### config.mk
export PLATFORM = sky130hd
export DESIGN_NAME = svd_stream_ctrl
export DESIGN_NICKNAME = d
export VERILOG_FILES = /design/src/rtl/svd_pkg.sv /design/src/rtl/svd_stream_ctrl.sv
export SDC_FILE = /design/constraint.sdc
export NUM_CORES = 1
export LEC_CHECK = 0
export ABC_AREA = 1
export BUFFER_PORTS_ARGS = -buffer_cell sky130_fd_sc_hd__buf_2
export CAP_MARGIN = 20
export CORE_UTILIZATION = 45
export DETAILED_ROUTE_END_ITERATION = 7
export PLACE_DENSITY = 0.79
export SYNTH_ARGS = -nofsm -noshare
export SYNTH_HDL_FRONTEND = slang
export SYNTH_SLANG_ARGS = --single-unit
### constraint.sdc
create_clock -name clk -period 2.1 [get_ports clk]
set_input_delay 0.21 -clock clk [delete_from_list [all_inputs] [get_ports clk]]
set_output_delay 0.21 -clock clk [all_outputs]
set_load 0.05 [all_outputs]
### src/rtl/svd_pkg.sv
// ---------------------------------------------------------------------------
// svd_pkg : shared widths, word indices and state type for the SVD stream ctrl
// Rev 1.0
// ---------------------------------------------------------------------------
`default_nettype none

package svd_pkg;

  localparam int A_W   = 10;
  localparam int S_W   = 14;
  localparam int UV_W  = 8;
  localparam int WORDS = 12;

  localparam logic [3:0] IDX_S0   = 4'd0;
  localparam logic [3:0] IDX_U0   = 4'd4;
  localparam logic [3:0] IDX_V0   = 4'd8;
  localparam logic [3:0] IDX_LAST = 4'd11;

  typedef enum logic [1:0] {
    ST_COLLECT = 2'd0,
    ST_START   = 2'd1,
    ST_BUSY    = 2'd2,
    ST_DRAIN   = 2'd3
  } state_t;

endpackage

`default_nettype wire

### src/rtl/svd_stream_ctrl.sv
// ---------------------------------------------------------------------------
// svd_stream_ctrl : collects A0..A3, runs the 2x2 CORDIC SVD core, streams S/U/V
// Rev 1.0
// ---------------------------------------------------------------------------
`default_nettype none

module svd_stream_ctrl
  import svd_pkg::*;
#(
  parameter int TIMEOUT = 63,
  parameter int OUT_W   = 14
) (
  input  logic              clk,
  input  logic              rst,
  input  logic              in_valid,
  output logic              in_ready,
  input  logic [A_W-1:0]    in_data,
  output logic              out_valid,
  input  logic              out_ready,
  output logic [OUT_W-1:0]  out_data,
  output logic              out_last,
  output logic              busy,
  output logic              err,
  output logic              core_start,
  input  logic              core_ready,
  output logic [A_W-1:0]    core_A0,
  output logic [A_W-1:0]    core_A1,
  output logic [A_W-1:0]    core_A2,
  output logic [A_W-1:0]    core_A3,
  input  logic [S_W-1:0]    core_S0,
  input  logic [S_W-1:0]    core_S1,
  input  logic [S_W-1:0]    core_S2,
  input  logic [S_W-1:0]    core_S3,
  input  logic [UV_W-1:0]   core_U0,
  input  logic [UV_W-1:0]   core_U1,
  input  logic [UV_W-1:0]   core_U2,
  input  logic [UV_W-1:0]   core_U3,
  input  logic [UV_W-1:0]   core_V0,
  input  logic [UV_W-1:0]   core_V1,
  input  logic [UV_W-1:0]   core_V2,
  input  logic [UV_W-1:0]   core_V3
);

  state_t            r_state;
  logic [1:0]        r_cnt;
  logic [3:0]        r_idx;
  logic [7:0]        r_wdog;
  logic [A_W-1:0]    r_a   [4];
  logic [OUT_W-1:0]  r_buf [WORDS];
  logic              r_err;
  logic              r_in_ready;
  logic              r_out_valid;
  logic [OUT_W-1:0]  r_out_data;
  logic              r_out_last;
  logic              r_busy;
  logic              r_core_start;

  logic [OUT_W-1:0]  w_cap [WORDS];
  logic [7:0]        w_wdog_nxt;
  logic [3:0]        w_idx_nxt;

  // Words are sign-extended only; downstream knows the per-index fraction width.
  always_comb begin
    w_cap[IDX_S0]         = OUT_W'($signed(core_S0));
    w_cap[IDX_S0 + 4'd1]  = OUT_W'($signed(core_S1));
    w_cap[IDX_S0 + 4'd2]  = OUT_W'($signed(core_S2));
    w_cap[IDX_S0 + 4'd3]  = OUT_W'($signed(core_S3));
    w_cap[IDX_U0]         = OUT_W'($signed(core_U0));
    w_cap[IDX_U0 + 4'd1]  = OUT_W'($signed(core_U1));
    w_cap[IDX_U0 + 4'd2]  = OUT_W'($signed(core_U2));
    w_cap[IDX_U0 + 4'd3]  = OUT_W'($signed(core_U3));
    w_cap[IDX_V0]         = OUT_W'($signed(core_V0));
    w_cap[IDX_V0 + 4'd1]  = OUT_W'($signed(core_V1));
    w_cap[IDX_V0 + 4'd2]  = OUT_W'($signed(core_V2));
    w_cap[IDX_V0 + 4'd3]  = OUT_W'($signed(core_V3));
  end

  assign w_wdog_nxt = r_wdog + 8'd1;
  assign w_idx_nxt  = r_idx + 4'd1;

  always_ff @(posedge clk or negedge rst) begin
    if (!rst) begin
      r_state      <= ST_COLLECT;
      r_cnt        <= 2'd0;
      r_idx        <= 4'd0;
      r_wdog       <= 8'd0;
      r_err        <= 1'b0;
      r_in_ready   <= 1'b1;
      r_out_valid  <= 1'b0;
      r_out_data   <= '0;
      r_out_last   <= 1'b0;
      r_busy       <= 1'b0;
      r_core_start <= 1'b0;
      for (int i = 0; i < 4; i++) r_a[i] <= '0;
      for (int i = 0; i < WORDS; i++) r_buf[i] <= '0;
    end else begin
      r_core_start <= 1'b0;
      case (r_state)
        ST_COLLECT: begin
          if (in_valid && r_in_ready) begin
            r_a[r_cnt] <= in_data;
            r_cnt      <= r_cnt + 2'd1;
            if (r_cnt == 2'd3) begin
              r_state      <= ST_START;
              r_core_start <= 1'b1;
              r_in_ready   <= 1'b0;
              r_busy       <= 1'b1;
            end
          end
        end

        // Core ready is still high from the previous run here, so it is not looked at.
        ST_START: begin
          r_state <= ST_BUSY;
          r_wdog  <= 8'd0;
        end

        ST_BUSY: begin
          if (core_ready) begin
            for (int i = 0; i < WORDS; i++) r_buf[i] <= w_cap[i];
            r_idx       <= IDX_S0;
            r_out_valid <= 1'b1;
            r_out_data  <= w_cap[IDX_S0];
            r_out_last  <= 1'b0;
            r_state     <= ST_DRAIN;
          end else begin
            r_wdog <= w_wdog_nxt;
            if (w_wdog_nxt == 8'(TIMEOUT)) begin
              r_err      <= 1'b1;
              r_state    <= ST_COLLECT;
              r_in_ready <= 1'b1;
              r_busy     <= 1'b0;
            end
          end
        end

        ST_DRAIN: begin
          if (out_ready) begin
            if (r_idx == IDX_LAST) begin
              r_idx       <= 4'd0;
              r_out_valid <= 1'b0;
              r_out_last  <= 1'b0;
              r_out_data  <= '0;
              r_state     <= ST_COLLECT;
              r_in_ready  <= 1'b1;
              r_busy      <= 1'b0;
            end else begin
              r_idx      <= w_idx_nxt;
              r_out_data <= r_buf[w_idx_nxt];
              r_out_last <= (w_idx_nxt == IDX_LAST);
            end
          end
        end

        default: r_state <= ST_COLLECT;
      endcase
    end
  end

  assign in_ready   = r_in_ready;
  assign out_valid  = r_out_valid;
  assign out_data   = r_out_data;
  assign out_last   = r_out_last;
  assign busy       = r_busy;
  assign err        = r_err;
  assign core_start = r_core_start;
  assign core_A0    = r_a[0];
  assign core_A1    = r_a[1];
  assign core_A2    = r_a[2];
  assign core_A3    = r_a[3];

endmodule

`default_nettype wire

### After elaboration in Yosys (flattened, before gate mapping)

Cells that the tools add are included.
W data, S select, Z words.

| operators by class | value |
|---|---|
| add/sub/neg operators | 3 |
| $lt $le $gt $ge | 3 |
| eq/ne operators | 15 |
| multiplexer cells | 46 |
| bitwise logic cells | 3 |
| reduce and logical (&&, ||, !) cells | 14 |

Operator list:

| cell | count |
|---|---|
| $mux W14 | 5 |
| $bmux W14 S4 | 1 |
| $bwmux W40 | 1 |
| $pmux W14 S2 | 1 |
| $demux W10 S2 | 1 |
| $mux W1 | 19 |
| $pmux W8 S2 | 1 |
| $ne A2 B2 Y1 const B | 7 |
| $mux W2 | 6 |
| $mux W4 | 3 |
| $mux W10 | 1 |
| $add A8 B1 Y8 const B | 1 |
| $eq A4 B4 Y1 const B | 2 |
| $eq A8 B6 Y1 const B | 1 |
| $mux W8 | 1 |
| $pmux W2 S4 | 1 |
| $pmux W4 S2 | 1 |
| $reduce_and A7 Y1 | 1 |
| $eq A2 B2 Y1 const B | 3 |
| $pmux W1 S3 | 2 |
| $reduce_and A2 Y1 | 3 |
| $reduce_and A3 Y1 | 2 |
| $ge A5 B5 Y1 const B | 1 |
| $not A4 Y5 | 1 |
| other kinds (15) | 18 |

| word-level totals | value |
|---|---|
| flip-flop bits (word level) | 196 |
| input port bits | 135 |
| output and inout bits | 60 |
| word-level logic and storage cells | 111 |

### Logic depth before layout (Yosys ltp)

Gate-level depths: netlist of the first run.

| logic depth | value |
|---|---|
| depth after elaboration | 8 |
| mapped depth | 14 |
| mapped depth without buffers | 12 |

### Worst setup path after synthesis of the first run

OpenSTA, ideal clock, no wires.

| timing path | value |
|---|---|
| path kind | register to register |
| start | register r_idx[0] |
| end | register r_out_data[5], in the netlist out_data[5] |
| library setup time | 0.122 ns |
| data arrival time | 1.921 ns |
| data required time | 1.978 ns |
| setup slack | 0.057 ns |
| cell stages (with the launch flop) | 14 |
| path buffers | 4 |
| clock period less this slack | 2.043 ns |
| cells stage by stage | dfrtp_1 inv_2 buf_6 buf_2 ha_1 buf_4 clkbuf_1 nor2_1 o21ai_1 o211ai_1 nand3_1 nand2_1 nand2_1 nand2_1 |

| between the ends | value |
|---|---|
| cells in the longest elaborated chain, start to end | 8 |
| elaborated cells on any way between the ends | 9 |
| classes of those cells | 1 x add/sub; 1 x eq/ne; 6 x mux; 1 x bitwise |

RTL lines:

| item | RTL line | source |
|---|---|---|
| start, declared | svd_stream_ctrl.sv:46 | `logic [3:0] r_idx;` |
| start signal, assigned | svd_stream_ctrl.sv:148 | `r_idx <= w_idx_nxt;` |
| $add A4 B1 Y4 | svd_stream_ctrl.sv:79 | `assign w_idx_nxt = r_idx + 4'd1;` |
| $not A4 Y5 (not written as such) | svd_stream_ctrl.sv:149 | `r_out_data <= r_buf[w_idx_nxt];` |
| $bmux W14 S4 | svd_stream_ctrl.sv:149 |  |
| $mux W14 (not written as such) (2 in a row) | svd_stream_ctrl.sv:149 |  |
| $mux W14 (*) | svd_stream_ctrl.sv:139 | `if (r_idx == IDX_LAST) begin` |
| $mux W14 (*) | svd_stream_ctrl.sv:138 | `if (out_ready) begin` |
| $pmux W14 S2 (*) | svd_stream_ctrl.sv:98 | `case (r_state)` |
| end signal, assigned | svd_stream_ctrl.sv:123 | `r_out_data <= w_cap[IDX_S0];` |
| end signal, assigned | svd_stream_ctrl.sv:149 |  |
| end, declared | svd_stream_ctrl.sv:53 | `logic [OUT_W-1:0] r_out_data;` |

Mark *: on every way between the ends. The rest lies on a longest branch, timed or not. The select of a mux whose other input is x is not followed.
A chain may end at the register's enable or synchronous reset.

### Worst setup path in the final report of the first run

| timing path | value |
|---|---|
| start | register r_state[1] |
| end | register r_busy, in the netlist busy |

| between the ends | value |
|---|---|
| cells in the longest elaborated chain, start to end | 3 |
| elaborated cells on any way between the ends | 12 |
| classes of those cells | 8 x eq/ne; 1 x mux; 3 x reduce/logical |

RTL lines:

| item | RTL line | source |
|---|---|---|
| start, declared | svd_stream_ctrl.sv:44 | `state_t r_state;` |
| start signal, assigned | svd_stream_ctrl.sv:83 | `r_state <= ST_COLLECT;` |
| start signal, assigned | svd_stream_ctrl.sv:104 | `r_state <= ST_START;` |
| start signal, assigned | svd_stream_ctrl.sv:114 | `r_state <= ST_BUSY;` |
| $eq A2 B2 Y1 or $logic_not A2 Y1 (tied branches) | svd_stream_ctrl.sv:98 |  |
| $ne A2 B2 Y1 (no line) or $reduce_bool A3 Y1 (tied branches) | -- |  |
| $reduce_and A7 Y1 (no line) | -- |  |
| end signal, assigned | svd_stream_ctrl.sv:92 | `r_busy <= 1'b0;` |
| end signal, assigned | svd_stream_ctrl.sv:107 | `r_busy <= 1'b1;` |
| end signal, assigned | svd_stream_ctrl.sv:132 | `r_busy <= 1'b0;` |
| end, declared | svd_stream_ctrl.sv:55 | `logic r_busy;` |

Parallel ways exist; a longest one is shown, timed or not.

==> metrics.cfg, run 1 <==
[min_path]
hold_class = input pin to flip-flop
whs_path_depth = 3

[sta]
fmaxAchievable_ghz = 0.534
period_share_pct = 89.2
finalClockSkew_ps = 12.9
max_slew_margin_pct = 56.5
setup_violations = 0
rsz0062_at_grt = no
hold_viol_final = 0
slew_viol_final = 0
fin_crit_ps = 1870
setup-tns-final_ps = 0
worst_pin_slew_ps = 651

[synthesis]
ys_ff_latch = 196
synth_nets = 1263
synthCells = 1116
yosysWarningCount = 0
synth_area_um2 = 9040
ys_seq_area_share_pct = 54.2
synth_cell_types = 35
avgSynthCellArea_um2 = 8.10

[power]
cellPowerDensity_nw_per_um2 = 688
leakage_nw = 6.45
ir_drop_uv = 513

[global_routing]
first_global_vias = 8274
track_usage_pct = 25.2
grt.overflow.total = 0
antenna_found_initial = 0
grt_max_degree = 79
grt_use_met3_pct = 6.46
grt_pass1_wl_um = 40200
grt_use_met1_pct = 31.3
met2_usage_pct = 42.4
grt.busiest_layer = met2

[finish]
layout.nets = 1535
regArea_um2 = 4910
layout-drive-gt1-share_pct = 19.6
fillers = 1606
stdcell_count = 1666
multi_input_area_um2 = 3540
insertedDiodeCount = 0
area_growth_pct = 32.1
finalCoreUtilization_pct = 61.0

[floorplan]
fp.dieH_um = 144
die_w_um = 144
rows = 51
io_pins = 195
dieArea_um2 = 20700
initial_core_util_pct = 46.2
core_area_um2 = 19600

[route]
drcViolationCount = 0
antenna_left = 0
routed_wl_um = 25400
routed_via_density = 5.05
drt-initial-drc-count = 758
wl_per_cell_um = 15.3
dr.pass1.iters = 7
num_vias = 8405

[clock_tree]
clock_latency_ps = 440
clockRootBuffer = clkbuf_16
cts_buffers = 17
cts_max_path_buffers = 2
cts_max_level = 4
clk_pin_slew_ps = 80
post_cts_buffers = 0
cts.sinks = 196
cts_tree = built

[setup_path]
path_max_fanout = 8
worstSetupPathType = flip-flop to flip-flop
cp.required_ps = 2440
worstSetupEndpointType = flip-flop
start_kind = flip-flop
reg2regPathDepth = 10
arrival_ps = 2210

[outcome]
status = complete, no violations

[placed_design]
placed_cells = 1538
numPortBuffers = 194
hpwl_um = 16500
place_congestion = 0.844

[flow_run]
maxCapViolCount = 0

[metal layers]
metal  vias up  wire length [um]
met5         -                 0
met4         0               637
met3        50              1730
met2       338             12100
met1      3949             10900
li1       4068                 -
[per-stage QoR]
stage	total power, mW	cell area, um2	hold slack [ps]	setup WS (ps)
after global routing	8.47	11900	2.40	6.84
after detailed placement	4.52	10300	193	183
after CTS	8.24	11900	0.686	174
after global placement	4.51	10300	191	335
final	8.22	11900	10.8	227
after floorplan	4.20	9040	-85.6	56.5
[cell usage after synthesis]
cell / n / share of area (%)
nand2_2: 2 / 0.14
a21oi_2: 4 / 0.39
nand3_1: 32 / 1.8
xor2_2: 1 / 0.18
nand2_1: 464 / 19
nor2_1: 46 / 1.9
o21bai_1: 1 / 0.083
nand2_4: 2 / 0.25
o22ai_1: 3 / 0.21
clkbuf_1: 29 / 1.2
ha_1: 12 / 1.7
a22oi_1: 11 / 0.91
inv_1: 77 / 3.2
nor2_8: 1 / 0.22
o22ai_2: 1 / 0.14
dfrtp_1: 195 / 54
nor2_4: 1 / 0.12
o211ai_1: 14 / 1.2
or2_1: 2 / 0.14
buf_4: 2 / 0.17
a21oi_1: 22 / 1.2
nor2_2: 2 / 0.14
dfstp_2: 1 / 0.29
buf_2: 18 / 1.0
o21ai_0: 133 / 7.4
inv_2: 4 / 0.17
a31oi_1: 1 / 0.069
o21ai_1: 19 / 1.1
xor2_1: 1 / 0.097
buf_6: 6 / 0.75
nand3_2: 1 / 0.11
buf_1: 4 / 0.17
inv_6: 1 / 0.097
nand4_1: 2 / 0.14
xnor2_4: 1 / 0.30
[worst max-delay path, cell delays in order, from the launching register on]
cell	delay, ps
dfrtp_1	430
ha_1	310
inv_1	140
or2_1	150
nand2_1	80
nor2_2	190
nand2_1	110
a21oi_2	160
nand2_1	90
nand2_1	60
nand2_1	50
[registers in the layout (all words and copies together) (netlist names)]
name,count
core_start,1
core_A3,10
core_A0,10
core_A1,10
in_ready,1
busy,1
r_idx,4
r_wdog,8
core_A2,10
r_cnt,2
err,1
r_state,2
out_last,1
out_data,14
r_buf,120
out_valid,1
[kinds of logic (layout without fill, tap and decap cells)]
| group | Yosys count | in the layout | synth area share (%) |
|---|---|---|---|
| xor+xnor | 3 | 3 | 0.581 |
| flops | 196 | 196 | 54.2 |
| simple gates | 555 | 555 | 24.2 |
| fa+ha+maj | 12 | 12 | 1.66 |
| buf+inv | 141 | 426 | 6.74 |
| compound gates | 209 | 209 | 12.6 |
[repair_timing]
item / CTS / global route
setup endpoints to repair: 0 / 2
endpoints found under the hold margin: 139 / 1
hold buffers: 95 / 1
resized for setup: 0 / 1
[path summary, 6_finish.rpt]
| path | start | to | slack [ps] |
|---|---|---|---|
| max in group asynchronous | rst | r_buf[1] | 1130 |
| setup / recovery | r_state[1] | busy | 230 |
| hold / removal | core_V2[3] | r_buf[17] | 10 |
| setup reg to reg | r_state[1] | busy | 230 |
| min in group asynchronous | rst | r_buf[133] | 280 |
| hold reg to reg | r_buf[56] | r_buf[56] | 480 |
[power by group]
group | internal (mW) | switching, mW | leakage, nW
Combinational | 0.363 | 0.445 | 3.68
Clock | 2.07 | 1.54 | 0.320
Sequential | 3.78 | 0.0133 | 2.45
Total | 6.22 | 2.00 | 6.45
[placed cells by master, fill, tap and decap left out, drive strengths merged, types with 2 or more instances in the layout]
cell type | Yosys | final
o211ai | 14 | 14
nand4 | 2 | 2
clkinv | 0 | 3
a22oi | 11 | 11
o21ai | 152 | 152
dfrtp | 195 | 195
o22ai | 4 | 4
clkbuf | 29 | 19
inv | 82 | 89
a21oi | 26 | 26
xor2 | 2 | 2
buf | 30 | 215
nand2 | 468 | 468
nor2 | 50 | 50
bufinv | 0 | 4
dlygate4sd3 | 0 | 96
or2 | 2 | 2
ha | 12 | 12
nand3 | 33 | 33
[layout make-up]
class	count	share of cell area, %
Sequential cell	196	41.1
Multi-Input combinational cell	779	29.6
Timing Repair Buffer	312	18.5
Clock buffer	18	3.68
Tap cell	265	2.77
Inverter	82	2.64
Clock inverter	14	1.78
No activity file was read; power rests on OpenSTA's default activity.
==> run 2, diff against run 1 <==
clock period = 1.71 ns   (was 2.1 ns; I/O delays follow)
==> metrics.cfg, run 2 (same netlist as run 1, synthesis figures left out) <==
[outcome]
status = finished with violations
violations = negative setup slack

[setup_path]
reg2regPathDepth = 11
max_stage_delay_ps = 430
worstReg2RegEnd = out_data[1]
start_kind = flip-flop
worstSetupEndpointType = flip-flop
critPathMostFrequentCell = nand2_1
r2r_slack_ps = -80
crit_start = r_idx[0]
path_max_fanout = 7
slowest_stage = dfrtp_2
cpLargestDelayFamily = flip-flops
worstSetupPathType = flip-flop to flip-flop
critPathBufInv = 3
arrival_ps = 2100
timing.rr.start = r_idx[0]
worstPathCellList = inv_2 -> ha_4 -> buf_12 -> buf_12 -> a21oi_2 -> o21ai_1 -> nand3_1 -> nand3_1 -> nand2_1 -> nand2_1 -> nand2_1
cp.required_ps = 2030

[clock_tree]
clock_latency_ps = 440
cts_max_level = 4
cts_max_path_buffers = 2
cts_buffers = 17
cts.sinks = 196
clk_pin_slew_ps = 70
clockRootBuffer = clkbuf_16
cts_tree = built

[power]
cellPowerDensity_nw_per_um2 = 791
ir_drop_uv = 650
leakage_nw = 6.74
power_mw = 10.0

[sta]
slew_viol_final = 0
max_slew_margin_pct = 63.5
hold_viol_final = 0
period_share_pct = 105
final.setup.worst_slack_ps = -79.0
fin_hold_ws_ps = 42.3
finalClockSkew_ps = 21.6
setup_violations = 9
rsz0062_at_grt = yes
setup-tns-final_ps = -288
fmaxAchievable_ghz = 0.559
worst_pin_slew_ps = 547
fin_crit_ps = 1790

[min_path]
hp-start = in_data[5]
whs_path_depth = 3
hold_end = core_A3[5]
hold_class = input pin to flip-flop

[route]
drcViolationCount = 0
routed_wl_um = 27400
antenna_left = 0
routed_via_density = 5.16
dr.pass1.iters = 5
num_vias = 8914
drt-initial-drc-count = 903
wl_per_cell_um = 15.8

[floorplan]
initial_core_util_pct = 46.2
fp.dieH_um = 144
dieArea_um2 = 20700
core_area_um2 = 19600
die_w_um = 144
rows = 51
io_pins = 195

[global_routing]
grt_max_degree = 57
grt_pass1_wl_um = 43000
grt.overflow.total = 0
track_usage_pct = 26.8
first_global_vias = 8879
antenna_found_initial = 1

[finish]
final_cell_mix = 457 x nand2_1, 193 x buf_2, 192 x dfrtp_1, 121 x dlygate4sd3_1, 115 x o21ai_0
area_growth_pct = 40.0
top_register = r_buf
largest_reg_flops = 120
stdcell_count = 1727
layout_commonest_cell = nand2_1
layout.nets = 1595
layout-drive-gt1-share_pct = 23.3

[placed_design]
place_congestion = 0.881
placed_cells = 1562
numPortBuffers = 194
hpwl_um = 16500
place_ws_ps = -94.3

[flow_run]
maxCapViolCount = 0

## run 2: area by class of cell
cell class / count / area, um2
clock inverter: 15 / 188
tap: 265 / 332
timing repair inverter: 2 / 15.0
clock buffer: 17 / 425
multi-input combinational: 779 / 3650
inverter: 82 / 319
antenna: 1 / 2.50
timing repair buffer: 370 / 2820
sequential: 196 / 4910
fill: 1497 / 6930
## run 2: power breakdown
| group | switching, mW | internal, mW | leakage [nW] |
|---|---|---|---|
| Combinational | 0.608 | 0.589 | 3.99 |
| Sequential | 0.0170 | 4.64 | 2.45 |
| Clock | 1.94 | 2.23 | 0.301 |
## run 2: worst reg2reg max path, cell delays in order, from the launching register on
cell,delay (ps)
dfrtp_2,430
inv_2,80
ha_4,360
buf_12,140
buf_12,110
a21oi_2,30
o21ai_1,110
nand3_1,130
nand3_1,110
nand2_1,60
nand2_1,60
nand2_1,60
## run 2: stage by stage
step	instance area [um2]	util [%]
4_1_cts	12500	63.6
2_1_floorplan	9110	-
5_1_grt	12700	64.6
3_5_place_dp	10600	54.1
6_report	12700	64.6
3_3_place_gp	10600	54.1
## run 2: metal layers
| metal | routed length [um] | vias up | GRT usage [%] | part of all wire [%] |
|---|---|---|---|---|
| met5 | 0 | - | 0 | 0 |
| met4 | 995 | 0 | 13.2 | 3.6 |
| met3 | 2170 | 92 | 7.60 | 7.9 |
| met2 | 13100 | 472 | 43.6 | 48 |
| met1 | 11100 | 4153 | 32.8 | 41 |
| li1 | - | 4197 | - | - |
## run 2: worst max-delay path by stage
stage	cells after the start	endpoint	slack, ps
final	11	out_data[1]	-80
after detailed placement	6	out_data[9]	-90
after global placement	6	out_data[1]	-0.6
after global routing	11	out_data[3]	-130
after CTS	9	out_data[11]	10
after floorplan	14	out_data[11]	-50
## run 2: repair_timing
item                                   CTS  global route
resized for setup                        8            45
hold buffers                           121             0
cloned                                   0             4
endpoints found under the hold margin  168             0
setup endpoints to repair               17           109
setup buffers                            4             3
pin swaps                                2            14
==> run 3, diff against run 2 <==
--- a/config.mk
+++ b/config.mk
@@ -10,4 +10,5 @@
 export CAP_MARGIN = 20
 export CORE_UTILIZATION = 45
+export CTS_BUF_LIST = sky130_fd_sc_hd__clkbuf_4
 export DETAILED_ROUTE_END_ITERATION = 7
 export PLACE_DENSITY = 0.79
==> constraint.sdc (replaced) <==
create_clock -name clk -period 1.71 [get_ports clk]
set_input_delay 0.171 -clock clk [delete_from_list [all_inputs] [get_ports clk]]
set_output_delay 0.171 -clock clk [all_outputs]
set_load 0.02 [all_outputs]
==> metrics.cfg, run 3 (same netlist as run 1, synthesis figures left out) <==
[outcome]
status = finished with violations
violations = negative setup slack

[setup_path]
start_kind = flip-flop
worstSetupPathType = flip-flop to flip-flop
cp.required_ps = 2240
worstPathCellList = inv_2 -> ha_4 -> buf_12 -> buf_12 -> nor2_2 -> o21ai_1 -> o21ai_1 -> nand2_1 -> nand2_1 -> nand2_1 -> nand2_1 -> nand2_1 -> nand2_1
path_max_fanout = 7
arrival_ps = 2300
worstSetupEndpointType = flip-flop
max_stage_delay_ps = 480
critPathMostFrequentCell = nand2_1
slowest_stage = dfrtp_2
cpLargestDelayFamily = flip-flops
critPathBufInv = 3

[power]
swShare_pct = 27.8
p_seq_share_pct = 54.4
leakage_nw = 6.71
p_clk_share_pct = 31.5
p_sw_mw = 2.39
ir_drop_uv = 393
combinationalPowerShare_pct = 14.1
p_int_mw = 6.20
cellPowerDensity_nw_per_um2 = 680

[sta]
fin_hold_ws_ps = 88.8
rsz0062_at_grt = yes
finalClockSkew_ps = 41.0
fin_crit_ps = 1760
max_slew_margin_pct = 60.7
fmaxAchievable_ghz = 0.568
worst_pin_slew_ps = 588
slew_viol_final = 0
final.setup.worst_slack_ps = -51.7
hold_viol_final = 0
setup_violations = 8
period_share_pct = 103

[route]
antenna_left = 0
routed_wl_um = 27100
num_vias = 8911
dr.pass1.iters = 7
drt-initial-drc-count = 783
wl_per_cell_um = 15.5
routed_via_density = 5.10
drcViolationCount = 0

[placed_design]
numPortBuffers = 194
place_congestion = 0.881
place_area_um2 = 10600
place_ws_ps = -94.3
hpwl_um = 16500

[finish]
layout.nets = 1614
area_growth_pct = 39.6
layout-drive-gt1-share_pct = 23.9
finalCoreUtilization_pct = 64.4
multi_input_area_um2 = 3710
final_cell_mix = 459 x nand2_1, 194 x buf_2, 192 x dfrtp_1, 133 x dlygate4sd3_1, 107 x o21ai_0
top_register = r_buf
regArea_um2 = 4910
layout_commonest_cell = nand2_1
largest_reg_flops = 120
final_area_um2 = 12600
fillers = 1509

[global_routing]
first_global_vias = 8775
grt_max_degree = 57
grt_pass1_wl_um = 42700
antenna_found_initial = 3
track_usage_pct = 26.6
grt.overflow.total = 0

[clock_tree]
clockRootBuffer = clkbuf_4
clock_latency_ps = 600
cts_max_level = 4
cts_tree = built
cts_max_path_buffers = 2
clk_pin_slew_ps = 170
cts_buffers = 17
cts.sinks = 196

[floorplan]
initial_core_util_pct = 46.2
fp.dieH_um = 144
die_w_um = 144
rows = 51
dieArea_um2 = 20700
io_pins = 195
core_area_um2 = 19600

[flow_run]
maxCapViolCount = 0

[min_path]
hold_class = input pin to async pin

run 3: cell types whose count changed in the layout (fill, tap and decap cells not counted), sizes merged:
cell / before / now
buf: 246 / 252
clkinvlp: 3 / 4
diode: 1 / 3
dlygate4sd3: 121 / 133
run 3: power groups by stage:
stage	sequential (mW)	clock (mW)	combinational [mW]
global route	4.67	2.90	1.32
global placement	4.75	0	0.839
detailed placement	4.75	0	0.849
finish	4.67	2.71	1.21
CTS	4.67	2.76	1.12
floorplan	4.76	0	0.412
run 3: stage by stage:
stage	total power, mW	setup TNS [ps]	cells
floorplan	5.17	-430	1116
global placement	5.59	-0.887	1562
detailed placement	5.60	-905	1562
CTS	8.54	0	1735
global route	8.89	-1690	1748
finish	8.58	-215	1748
run 3: final timing paths:
kind | start | to | slack, ps | depth (start not counted)
max | r_idx[0] | out_data[8] | -50 | 13
min | rst | r_buf[102] | 90 | 2
max reg2reg | r_idx[0] | out_data[8] | -50 | 13
min reg2reg | err | err | 500 | 1
max in group asynchronous | rst | in_ready | 950 | 3
min in group clk | out_ready | r_idx[2] | 160 | 6
run 3: per-layer routing:
| layer | part of all wire, % | track usage (%) | vias up |
|---|---|---|---|
| met3 | 7.5 | 6.70 | 81 |
| met2 | 49 | 43.2 | 419 |
| met4 | 3.5 | 12.4 | 0 |
| met5 | 0 | 0 | - |
| li1 | - | - | 4234 |
| met1 | 40 | 33.2 | 4177 |
run 3: final cells by class:
| cell class | instances | area share [%] |
|---|---|---|
| Antenna cell | 3 | 0.0595 |
| Clock buffer | 17 | 1.01 |
| Clock inverter | 15 | 1.49 |
| Inverter | 82 | 2.55 |
| Multi-Input combinational cell | 779 | 29.4 |
| Sequential cell | 196 | 38.9 |
| Tap cell | 265 | 2.63 |
| Timing Repair Buffer | 388 | 23.8 |
| Timing Repair inverter | 3 | 0.178 |
run 3: repair_timing:
item,CTS,global route
pin swaps,2,27
hold endpoints to repair,374,0
setup endpoints to repair,18,72
buffers inserted,8,4
hold buffers,133,0
resized for setup,3,72
gates cloned,0,6
